<file path="config.mk">
export PLATFORM = sky130hd
export DESIGN_NAME = fetch_stage_flat
export DESIGN_NICKNAME = d
export VERILOG_FILES = /design/src/rtl/fetch_stage_if.sv /design/src/rtl/fetch_stage.sv /design/src/flat_wrapper.sv
export SDC_FILE = /design/constraint.sdc
export NUM_CORES = 1
export LEC_CHECK = 0
export CAP_MARGIN = 5
export CORE_ASPECT_RATIO = 0.8
export CORE_UTILIZATION = 39
export CTS_CLUSTER_SIZE = 8
export DETAILED_ROUTE_END_ITERATION = 7
export PLACE_DENSITY = 0.84
export SLEW_MARGIN = 40
export SYNTH_ARGS = -nofsm -noshare
export SYNTH_HDL_FRONTEND = slang
export SYNTH_SLANG_ARGS = --single-unit
</file>
<file path="constraint.sdc">
create_clock -name clk -period 1.4 [get_ports clk]
set_input_delay 0.35 -clock clk [delete_from_list [all_inputs] [get_ports clk]]
set_output_delay 0.35 -clock clk [all_outputs]
set_load 0.05 [all_outputs]
</file>
<file path="src/rtl/fetch_stage_if.sv">
// Fetch-stage bundle: hazard/branch controls in, instruction-memory port, IF/ID outputs.
interface fetch_stage_if #(
  parameter int INSTR_W = 8,
  parameter int PC_W    = 8,
  parameter int CNT_W   = 8
);
  logic               stall;
  logic               branch_taken;
  logic [PC_W-1:0]    branch_target;
  logic [PC_W-1:0]    imem_addr;
  logic [INSTR_W-1:0] imem_rdata;
  logic [INSTR_W-1:0] if_id_instr;
  logic [PC_W-1:0]    if_id_pc;
  logic               if_id_valid;
  logic [1:0]         id_src_reg1;
  logic [1:0]         id_src_reg2;
  logic [CNT_W-1:0]   stall_cycles;

  modport master (
    input  stall, branch_taken, branch_target, imem_rdata,
    output imem_addr, if_id_instr, if_id_pc, if_id_valid,
           id_src_reg1, id_src_reg2, stall_cycles
  );

  modport slave (
    output stall, branch_taken, branch_target, imem_rdata,
    input  imem_addr, if_id_instr, if_id_pc, if_id_valid,
           id_src_reg1, id_src_reg2, stall_cycles
  );
endinterface

</file>
<file path="src/rtl/fetch_stage.sv">
// PC + IF/ID register, 1-cycle fetch-to-decode; stall freezes everything, taken branch
// redirects PC and inserts one bubble (flush beats stall); saturating stall-cycle counter.
module fetch_stage #(
  parameter int                 INSTR_W   = 8,
  parameter int                 PC_W      = 8,
  parameter logic [PC_W-1:0]    RESET_PC  = '0,
  parameter logic [INSTR_W-1:0] NOP_INSTR = '0,
  parameter int                 CNT_W     = 8
) (
  input logic           clk,
  input logic           rst_n,
  fetch_stage_if.master bus
);

  typedef struct packed {
    logic               valid;
    logic [PC_W-1:0]    pc;
    logic [INSTR_W-1:0] instr;
  } if_id_t;

  localparam if_id_t BUBBLE = '{valid: 1'b0, pc: '0, instr: NOP_INSTR};

  logic [PC_W-1:0]  pc_q, pc_d;
  if_id_t           if_id_q, if_id_d;
  logic [CNT_W-1:0] stall_cnt_q, stall_cnt_d;

  always_comb begin
    pc_d        = pc_q;
    if_id_d     = if_id_q;
    stall_cnt_d = stall_cnt_q;
    if (bus.branch_taken) begin
      // The ID instruction is younger than the branch, so it dies even if stalled.
      pc_d    = bus.branch_target;
      if_id_d = BUBBLE;
    end else if (bus.stall) begin
      if (stall_cnt_q != '1) begin
        stall_cnt_d = stall_cnt_q + CNT_W'(1);
      end
    end else begin
      if_id_d.valid = 1'b1;
      if_id_d.pc    = pc_q;
      if_id_d.instr = bus.imem_rdata;
      pc_d          = pc_q + PC_W'(1);
    end
  end

  always_ff @(posedge clk) begin
    if (!rst_n) begin
      pc_q        <= RESET_PC;
      if_id_q     <= BUBBLE;
      stall_cnt_q <= '0;
    end else begin
      pc_q        <= pc_d;
      if_id_q     <= if_id_d;
      stall_cnt_q <= stall_cnt_d;
    end
  end

  assign bus.imem_addr    = pc_q;
  assign bus.if_id_instr  = if_id_q.instr;
  assign bus.if_id_pc     = if_id_q.pc;
  assign bus.if_id_valid  = if_id_q.valid;
  assign bus.id_src_reg1  = if_id_q.instr[3:2];
  assign bus.id_src_reg2  = if_id_q.instr[1:0];
  assign bus.stall_cycles = stall_cnt_q;

endmodule

</file>
<file path="src/flat_wrapper.sv">
// flat-port wrapper written by rule: the top's interface ports become plain ports
module fetch_stage_flat 
#(
  parameter int                 INSTR_W   = 8,
  parameter int                 PC_W      = 8,
  parameter logic [PC_W-1:0]    RESET_PC  = '0,
  parameter logic [INSTR_W-1:0] NOP_INSTR = '0,
  parameter int                 CNT_W     = 8
)
  (clk, rst_n, bus_stall, bus_branch_taken, bus_branch_target, bus_imem_rdata, bus_imem_addr, bus_if_id_instr, bus_if_id_pc, bus_if_id_valid, bus_id_src_reg1, bus_id_src_reg2, bus_stall_cycles);
  fetch_stage_if #(.INSTR_W(INSTR_W), .PC_W(PC_W), .CNT_W(CNT_W)) bus_i ();
  input logic clk;
  input logic rst_n;
  input wire logic [$bits(bus_i.stall)-1:0] bus_stall;
  input wire logic [$bits(bus_i.branch_taken)-1:0] bus_branch_taken;
  input wire logic [$bits(bus_i.branch_target)-1:0] bus_branch_target;
  input wire logic [$bits(bus_i.imem_rdata)-1:0] bus_imem_rdata;
  output wire logic [$bits(bus_i.imem_addr)-1:0] bus_imem_addr;
  output wire logic [$bits(bus_i.if_id_instr)-1:0] bus_if_id_instr;
  output wire logic [$bits(bus_i.if_id_pc)-1:0] bus_if_id_pc;
  output wire logic [$bits(bus_i.if_id_valid)-1:0] bus_if_id_valid;
  output wire logic [$bits(bus_i.id_src_reg1)-1:0] bus_id_src_reg1;
  output wire logic [$bits(bus_i.id_src_reg2)-1:0] bus_id_src_reg2;
  output wire logic [$bits(bus_i.stall_cycles)-1:0] bus_stall_cycles;
  assign bus_i.stall = bus_stall;
  assign bus_i.branch_taken = bus_branch_taken;
  assign bus_i.branch_target = bus_branch_target;
  assign bus_i.imem_rdata = bus_imem_rdata;
  assign bus_imem_addr = bus_i.imem_addr;
  assign bus_if_id_instr = bus_i.if_id_instr;
  assign bus_if_id_pc = bus_i.if_id_pc;
  assign bus_if_id_valid = bus_i.if_id_valid;
  assign bus_id_src_reg1 = bus_i.id_src_reg1;
  assign bus_id_src_reg2 = bus_i.id_src_reg2;
  assign bus_stall_cycles = bus_i.stall_cycles;
  fetch_stage #(.INSTR_W(INSTR_W), .PC_W(PC_W), .RESET_PC(RESET_PC), .NOP_INSTR(NOP_INSTR), .CNT_W(CNT_W)) u_core (.clk(clk), .rst_n(rst_n), .bus(bus_i));
endmodule
</file>
After elaboration in Yosys (flattened, before gate mapping)
Cells that the tools add are included.
{"block": "totals", "regBits": 33, "inputBits": 20, "out_inout_bits": 37, "word_cells": 15}
{"block": "op_classes", "add_sub_neg": 2, "n_eq_ne": 2, "muxes": 2, "bitwise": 2, "n_reduce_logical": 2}
{"op": "$add A8 B1 Y8 const B", "n": 2}
{"op": "$mux W8", "n": 2}
{"op": "$ne A8 B8 Y1 const B", "n": 1}
{"op": "$reduce_and A3 Y1", "n": 1}
{"op": "$ne A2 B1 Y1 const B", "n": 1}
{"op": "$not A1 Y1", "n": 2}
{"op": "$reduce_or A2 Y1", "n": 1}

Depth between registers and ports, before layout
Gate-level depths: netlist of run 1.
{"block": "logic_depth", "word_depth": 3, "ltp_mapped": 6, "mapped_depth_nobuf": 5}

Worst setup path after synthesis of run 1
No wires, ideal clock.
{"block": "synth_timing", "path_kind": "register to register", "start": "reg u_core.stall_cnt_q[0], in the netlist u_core.bus.stall_cycles[0]", "end": "reg u_core.stall_cnt_q[0], in the netlist u_core.bus.stall_cycles[0]", "t_arrival_ns": 1.613, "required_time_ns": 1.285, "slack_ns": -0.328, "path_stages_with_launch": 6, "n_path_buf": 0, "period_less_slack_ns": 1.728, "cell_sequence": "dfxtp_1 > ha_1 > nand3_1 > o21ai_0 > xnor2_1 > and2_1"}
{"block": "synth_between", "elab_chain_len": 2, "elab_cells_between_ends": 3, "cone_classes": "add/sub: 1; eq/ne: 1; reduce/logical: 1"}
{"element": "start: declaration", "line": "fetch_stage.sv:25", "rtl": "logic [CNT_W-1:0] stall_cnt_q, stall_cnt_d;"}
{"element": "start signal: assignment", "line": "fetch_stage.sv:55", "rtl": "stall_cnt_q <= stall_cnt_d;"}
{"element": "parallel branches: the longest is 2 deep, another holds $add A8 B1 Y8"}
Several ways; the timed one is not identified.
A chain may end at the register's enable or synchronous reset.

Worst setup path after layout of run 1
{"block": "layout_timing", "start": "reg u_core.stall_cnt_q[5], in the netlist u_core.bus.stall_cycles[5]", "end": "reg u_core.stall_cnt_q[5], in the netlist u_core.bus.stall_cycles[5]"}
Same word-level chain as after synthesis.

==> results of run 1 <==
stage by stage:
step	total power [mW]	setup slack (ns)	instances	util, %	TNS (ns)
after CTS	2.261	0.01887	266	74.51	0
after global placement	1.534	-0.3491	259	72.11	-8.108
after global routing	2.325	-0.01119	266	74.97	-0.01119
final	2.238	0.05178	266	74.97	0
after detailed placement	1.547	-0.4155	259	72.11	-9.292
after floorplan	1.272	0.007410	156	-	0
cells in the mapped netlist, types with 2 or more instances:
master,count
sky130_fd_sc_hd__o31ai_1,2
sky130_fd_sc_hd__buf_2,4
sky130_fd_sc_hd__nand2_1,13
sky130_fd_sc_hd__xnor2_1,6
sky130_fd_sc_hd__nor2_1,22
sky130_fd_sc_hd__nand3_1,4
sky130_fd_sc_hd__mux2i_1,16
sky130_fd_sc_hd__or3_1,2
sky130_fd_sc_hd__nand4_1,2
sky130_fd_sc_hd__dfxtp_1,33
sky130_fd_sc_hd__ha_1,2
sky130_fd_sc_hd__buf_4,5
sky130_fd_sc_hd__and2_1,6
sky130_fd_sc_hd__nand4b_1,2
sky130_fd_sc_hd__a21oi_1,7
sky130_fd_sc_hd__o21ai_0,11
sky130_fd_sc_hd__clkbuf_1,2
sky130_fd_sc_hd__xor2_1,3
tightest hold or removal path, stage by stage, from the launching register on:
cell and delay (ns):
sky130_fd_sc_hd__dfxtp_1 0.33, sky130_fd_sc_hd__nand2_1 0.07, sky130_fd_sc_hd__a21oi_1 0.06
area by class of cell:
class                           count  area [µm²]
Clock buffer                        7       86.33
Fill cell                         237       874.6
Inverter                            2       7.507
Multi-Input combinational cell    110       745.7
Sequential cell                    33       679.4
Tap cell                           42       52.55
Timing Repair Buffer               72        1049
flip-flops by register name, indices dropped and copies added (netlist names):
name                     cells
u_core.bus.if_id_instr       8
u_core.bus.if_id_pc          8
u_core.bus.if_id_valid       1
u_core.bus.imem_addr         8
u_core.bus.stall_cycles      8
repair_timing:
| action | 4_1_cts | 5_1_grt |
|---|---|---|
| endpoints found under the hold margin | 0 | 0 |
| setup endpoints to repair | 19 | 2 |
| pin swaps | 2 | 2 |
| gates resized for setup | 3 | 5 |
where the power goes:
group          leakage (nW)  internal (mW)  total [mW]  switching, mW
Sequential            0.275          0.973        1.02         0.0467
Clock                0.0443          0.389       0.713          0.324
Combinational         0.720          0.261       0.506          0.245
cells by family after synthesis:
family,Yosys count,synth area share [%]
AO/OA/AOI/OAI,26,10.88
XOR/XNOR,9,5.441
adder cells (fa/ha/maj),2,1.727
buffers and inverters,13,5.009
flip-flops,33,45.60
multiplexers,16,11.05
AND/OR/NAND/NOR,57,20.29
how the worst max path moves through the flow:
stage / start / endpoint / slack (ns) / depth (start not counted)
floorplan: bus_stall / u_core.bus.stall_cycles[5] / 0.007 / 5
global route: u_core.bus.stall_cycles[4] / u_core.bus.stall_cycles[0] / -0.01 / 4
global placement: bus_stall / u_core.bus.stall_cycles[5] / -0.35 / 5
finish: u_core.bus.stall_cycles[5] / u_core.bus.stall_cycles[5] / 0.05 / 4
detailed placement: bus_stall / u_core.bus.stall_cycles[5] / -0.42 / 5
CTS: u_core.bus.stall_cycles[1] / u_core.bus.stall_cycles[5] / 0.02 / 5
metal layers:
metal | part of all wire, % | vias to the layer above | GRT usage (%)
met5 | 0 | - | 0
met4 | 2.1 | 0 | 9.429
met3 | 5.7 | 8 | 7.899
met2 | 49 | 43 | 32.28
met1 | 43 | 642 | 25.25
li1 | - | 671 | -
==> metrics list, run 1 <==
* Post-synthesis instance total: 156
- The worst path in the final design needs a cycle of 1.348 ns, including I/O delays and setup.
- Syn_area_per_cell: 9.288 µm²
- Final clock skew: 0.006255 ns
- End of the worst register-to-register path: u_core.bus.stall_cycles[5]
- The congestion estimate from routability-driven global placement came to 0.7730.
- In this run the vertical extent of the chip is 56.52 µm.
* Max stage delay on crit path: 0.49 ns
* P&R area growth vs syn: 80.83%
- Die footprint: 0.003964 mm²
* Die X: 70.15 µm
- The final count of pins violating max slew was 0.
- After synthesis the cells add up to 0.001449 mm².
* Buffers inserted by post-CTS timing repair: 0
- Setup repair after global routing could not meet its margin everywhere.
- Worst r2r src: u_core.bus.stall_cycles[5]
* Clock buffer count from CTS: 5
- Clock Tree Buf Depth: 2
- Number of storage elements in the synthesis netlist: 33
- Slew at the pin closest to its max-slew limit: 0.2995 ns
- For this run, the leading register cell type out of synthesis is sky130_fd_sc_hd__dfxtp_1.
- In the layout the commonest cells are 37 x sky130_fd_sc_hd__buf_12, 22 x sky130_fd_sc_hd__dfxtp_1, 21 x sky130_fd_sc_hd__nor2_1.
- Once detail routing completed, the nets flagged for antenna violations numbered 0.
* Warning count from the yosys run: 0
* Post-detail-place hpwl: 2.980 mm
- Maximum number of pins on one net before global-route repair: 18
- After detailed routing, the average wire length per cell comes to 14.13 µm.
- After synthesis, flip-flops and latches occupy 45.60% of the total area.
- Along the worst path, the maximum fanout reaches 5.
- Synth top area share: 45.60%
* Hold wc startpoint: u_core.bus.if_id_pc[4]
* First-pass iteration count of the detailed router: 4
* Area of the placeable core: 0.003495 mm²
- Critical Setup Path Class: reg -> reg
- TritonCTS built the clock tree.
- PwrDens: 854.4 mW/mm²
* Post-route standard cell area excluding fillers: 0.002620 mm²
* Post-place instance area: 0.002520 mm²
- The tool flagged a number of max-cap violations equal to 0.
- Share of cells above drive strength 1: 35.27%
* Cell with the largest stage delay on the worst path: sky130_fd_sc_hd__or4_4
- The final layout contains routed wiring with a total length of 3.759 mm.
* Number of cells on the worst hold path: 2
- Logic depth of the worst register-to-register path: 4
* CP Launch Type: flip-flop
* Iteration-0 DRC count of the detailed router: 63
* Worst VDD drop: 1.004 mV
- On the critical path the largest part of the delay comes from simple AND/OR/NAND/NOR gates.
- Number of antenna violations at the first check in global routing: 0
* Worst EP required: 1.62 ns
- Final count of negative-setup-slack endpoints: 0
- Leak pwr: 1.039 nW
- Count of H-tree levels built during CTS: 2
* Clock latency reported for the late side of the worst-skew pair: 0.29 ns
- Leaving out fill and tap cells, the most frequent cell in the layout is sky130_fd_sc_hd__buf_12.
- Run status: completed
* Effective utilization at floorplan: 41.46%
- The number of hold violations in the final report was 0.
- Critical path data arrival time: 1.57 ns
- Via count of the routed design: 1,364
- After global routing the overflow that remains totals 0.
* Share of the cycle needed by the critical path after routing: 96.30%
* Max-slew headroom at the worst pin: 79.86%
* Net count of the mapped netlist: 178
- Of all cell types, the one taking the most synthesized area is sky130_fd_sc_hd__dfxtp_1.
* DR DRC count: 0
- Counting flops with a built-in enable in the synthesized netlist gives 0.
* Class of the worst hold path: reg -> reg
* Cells along the critical path: nand4_1 > nor2_2 > or4_4 > a21boi_2
- Clock-pin transition on the worst setup and hold timing paths: 0.06 ns
- STA classifies the critical path endpoint as a flip-flop.
- Row count: 19
- The via count of the first global-routing pass came to 1,268.
- Hold Crit Endpoint: u_core.bus.if_id_pc[4]
- For this run, the top clock speed supported by timing is 741.7 MHz.
* Vias per cell: 5.128
- For flop-to-flop paths, the worst setup slack is 0.05 ns.
- Largest cells by area after synthesis: sky130_fd_sc_hd__dfxtp_1 46%, sky130_fd_sc_hd__mux2i_1 11%, sky130_fd_sc_hd__nor2_1 5.7%
- The number of antenna diodes in the final layout is 0.
* WP buf/inv: 0
- In this run the clock root is driven by a sky130_fd_sc_hd__clkbuf_8.
- Hold repair after CTS inserted 0 buffers.
* Clock sinks: 33
* Ports: 57
- Number of nets at the end of the flow: 246
- Global routing used 20.67% of the available tracks across all layers.
* Number of input and output port buffers inserted: 56
- Worst hold-check slack: 0.5068 ns
- The netlist uses 32 different library cells.
- The first global-routing pass estimated 6.058 mm of wire.
- Async set or reset register ratio after synthesis: 0%
Power figures use the tool's default switching activity.
==> run 2, diff against run 1 <==
--- a/config.mk
+++ b/config.mk
@@ -11,6 +11,7 @@
 export CTS_CLUSTER_SIZE = 8
 export DETAILED_ROUTE_END_ITERATION = 7
 export PLACE_DENSITY = 0.84
+export SKIP_LAST_GASP = 1
 export SLEW_MARGIN = 40
 export SYNTH_ARGS = -nofsm -noshare
 export SYNTH_HDL_FRONTEND = slang
==> metrics list, run 2 (synthesis gave the netlist of run 1 again) <==
- Run status: completed (unchanged)
- The detailed-placement wirelength estimate came to 2.980 mm (unchanged).
- # Max-Cap Violations: 0 (unchanged)
* Final routed wirelength across all metal layers: 3.780 mm (was 3.759 mm)
- The maximum VDD drop came to 1.004 mV (about the same).
- The library cell contributing the largest single delay on the critical path was sky130_fd_sc_hd__or4_4 (unchanged).
- The core footprint was 0.003495 mm² (unchanged).
- Final count of negative-setup-slack endpoints: 0 (unchanged)
- The source of the critical timing path is bus_branch_taken (was u_core.bus.stall_cycles[5]).
- PwrDens: 854.4 mW/mm² (about the same)
- Number of antenna violations at the first check in global routing: 0 (unchanged)
- Vias in the first global route: 1,268 (unchanged)
- Unrepaired setup endpoints after global routing: true (unchanged)
- The total die area is 0.003964 mm² (unchanged).
* Clock latency reported for the late side of the worst-skew pair: 0.29 ns (about the same)
- Die X: 70.15 µm (unchanged)
- Total area of multi-input combinational cells: 745.7 µm² (unchanged)
* CP Launch Type: input port (was flip-flop)
- Net switching component of the power: 0.6158 mW (about the same)
* Critical Setup Path Class: in -> reg (was reg -> reg)
- The overall via count from detail_route was 1,366 (was 1,364).
- Number of nets at the end of the flow: 246 (unchanged)
- Cells along the critical path: dlygate4sd2_1 > nor2b_4 > nand4_4 > or4_4 > a21boi_2 (was nand4_1 > nor2_2 > or4_4 > a21boi_2).
- The weighted congestion reported at the end of routability-driven placement is 0.7730 (unchanged).
* Combinational power share: 22.6% (about the same)
- End of the worst register-to-register path: u_core.bus.stall_cycles[5] (unchanged)
* Ports: 57 (unchanged)
- Leak pwr: 1.039 nW (unchanged)
- The final cycle utilization of the critical path was 98.21% (was 96.30%).
- The post-detailed-route wirelength per cell came to 14.21 µm (was 14.13 µm).
- Switching share of total power: 27.51% (about the same)
- Overall Global Routing Usage: 20.67% (unchanged)
- The most frequent standard cell in the layout excluding fill and tap cells is sky130_fd_sc_hd__buf_12 (unchanged).
- The share of layout cells above drive strength 1 came to 35.27% (unchanged).
- The number of remaining DRC errors was 0 (unchanged).
* Vias per cell: 5.135 (was 5.128)
- The depth of the worst register-to-register path was 4 (unchanged).
* Internal power: 1.623 mW (about the same)
- Worst EP required: 1.62 ns (about the same)
- Buffers inserted by post-CTS timing repair: 0 (unchanged)
- The slew at the pin with the worst max-slew slack came to 0.2997 ns (was 0.2995 ns).
- The share of total power in the clock network is 31.8% (about the same).
- The number of optimization iterations in the first detailed-route pass is 4 (unchanged).
- The sequential cell area came to 679.4 µm² (unchanged).
- Clock buffer count from CTS: 5 (unchanged)
* Clock sinks: 33 (unchanged)
- Clock tree from TritonCTS: done (unchanged)
* Number of input and output port buffers inserted: 56 (unchanged)
* Iteration-0 DRC count of the detailed router: 63 (unchanged)
* Clock Tree Buf Depth: 2 (unchanged)
- The relative max-transition margin came to 79.85% (was 79.86%).
* Highest Clock Rate: 727.3 MHz (was 741.7 MHz)
- The class of the tightest hold or removal check was reg -> reg (unchanged).
- Shortest period the worst path allows: 1.375 ns (was 1.348 ns)
- The post-layout utilization of the core was 74.97% (unchanged).
- The element type at the critical path end was a flip-flop (unchanged).
- The initial core utilization is 41.46% (unchanged).
* Global-route wire length before repair: 6.058 mm (unchanged)
- The number of hold violations in the final report came to 0 (unchanged).
- The largest fanout on the critical path is 4 (was 5).
* Fin Setup TNS: 0 ns (unchanged)
- Clock-pin transition on the worst setup and hold timing paths: 0.06 ns (about the same)
- Antenna-violating nets left: 0 (unchanged)
- The minimum setup slack among reg-to-reg paths is 0.05 ns (about the same).
- Worst setup path endpoint: u_core.bus.stall_cycles[5] (unchanged)
* Count of antenna diodes in the layout: 0 (unchanged)
- Max Transition Viols Final: 0 (unchanged)
- The CTS root buffer was sky130_fd_sc_hd__clkbuf_8 (unchanged).
* Die Y-Extent: 56.52 µm (unchanged)
- Row count: 19 (unchanged)
- Final clock skew: 0.006262 ns (was 0.006255 ns)
- The layout-stage area growth over the synthesis result is 80.83% (unchanged).
* Sequential share of power: 45.5% (about the same)
- Maximum number of pins on one net before global-route repair: 18 (unchanged)
- Worst r2r src: u_core.bus.stall_cycles[5] (unchanged)
- The number of fillers in the final layout came to 237 (unchanged).
- GRT overflow: 0 (unchanged)
- Critical path data arrival time: 1.60 ns (was 1.57 ns)
- Commonest cells after routing, fill and taps aside: 37 x sky130_fd_sc_hd__buf_12, 22 x sky130_fd_sc_hd__dfxtp_1, 21 x sky130_fd_sc_hd__nor2_1 (unchanged)
- Count of H-tree levels built during CTS: 2 (unchanged)
- Max stage delay on crit path: 0.53 ns (was 0.49 ns)
==> run 2: worst min-delay path by stage <==
stage / startpoint / to / slack (ns) / depth (start not counted)
finish: u_core.bus.if_id_pc[4] / u_core.bus.if_id_pc[4] / 0.51 / 2
global route: u_core.bus.if_id_pc[4] / u_core.bus.if_id_pc[4] / 0.53 / 2
CTS: u_core.bus.if_id_pc[4] / u_core.bus.if_id_pc[4] / 0.51 / 2
detailed placement: u_core.bus.if_id_pc[4] / u_core.bus.if_id_pc[4] / 0.50 / 2
global placement: u_core.bus.if_id_valid / u_core.bus.if_id_valid / 0.47 / 2
floorplan: bus_imem_rdata[0] / u_core.bus.if_id_instr[0] / 0.49 / 2
==> run 2: worst max-delay path: cells and delay by family <==
family / cells / cell delay (ns)
AO/OA/AOI/OAI: 1 / 0.15
AND/OR/NAND/NOR: 3 / 0.83
buffers and inverters: 1 / 0.27
==> run 2: power by group through the flow <==
stage / Combinational, mW / Clock, mW / Sequential [mW]
global route: 0.529 / 0.772 / 1.02
global placement: 0.497 / 0 / 1.04
finish: 0.507 / 0.712 / 1.02
floorplan: 0.131 / 0 / 1.14
detailed placement: 0.508 / 0 / 1.04
CTS: 0.508 / 0.734 / 1.02
==> run 2: final cells by class <==
cell class                      instances  area share (%)
Inverter                                2          0.2865
Tap cell                               42           2.006
Multi-Input combinational cell        110           28.46
Sequential cell                        33           25.93
Clock buffer                            7           3.295
Timing Repair Buffer                   72           40.02
==> run 2: metrics by stage <==
| step | instance area, µm² | cells | total power [mW] | hold slack (ns) | setup WS (ns) |
|---|---|---|---|---|---|
| after floorplan | 1484 | 156 | 1.272 | 0.4939 | 0.007410 |
| after global placement | 2520 | 259 | 1.534 | 0.4735 | -0.3491 |
| after detailed placement | 2520 | 259 | 1.547 | 0.5010 | -0.4155 |
| after CTS | 2604 | 266 | 2.261 | 0.5105 | 0.01887 |
| after global routing | 2620 | 266 | 2.325 | 0.5343 | -0.01119 |
| final | 2620 | 266 | 2.238 | 0.5068 | 0.02508 |
==> run 2: layer usage <==
metal  GRT usage [%]  vias to the layer above  part of all wire (%)
li1                -                      670                     -
met1           25.25                      651                    44
met2           32.28                       37                    48
met3           7.899                        8                   5.2
met4           9.429                        0                   2.1
met5               0                        -                     0
==> run 2: what timing repair did <==
action                     in CTS  in global routing
cloned                          0                  0
hold buffers                    0                  0
resized for setup               3                  5
setup endpoints to repair      19                  2
pin swaps                       2                  1
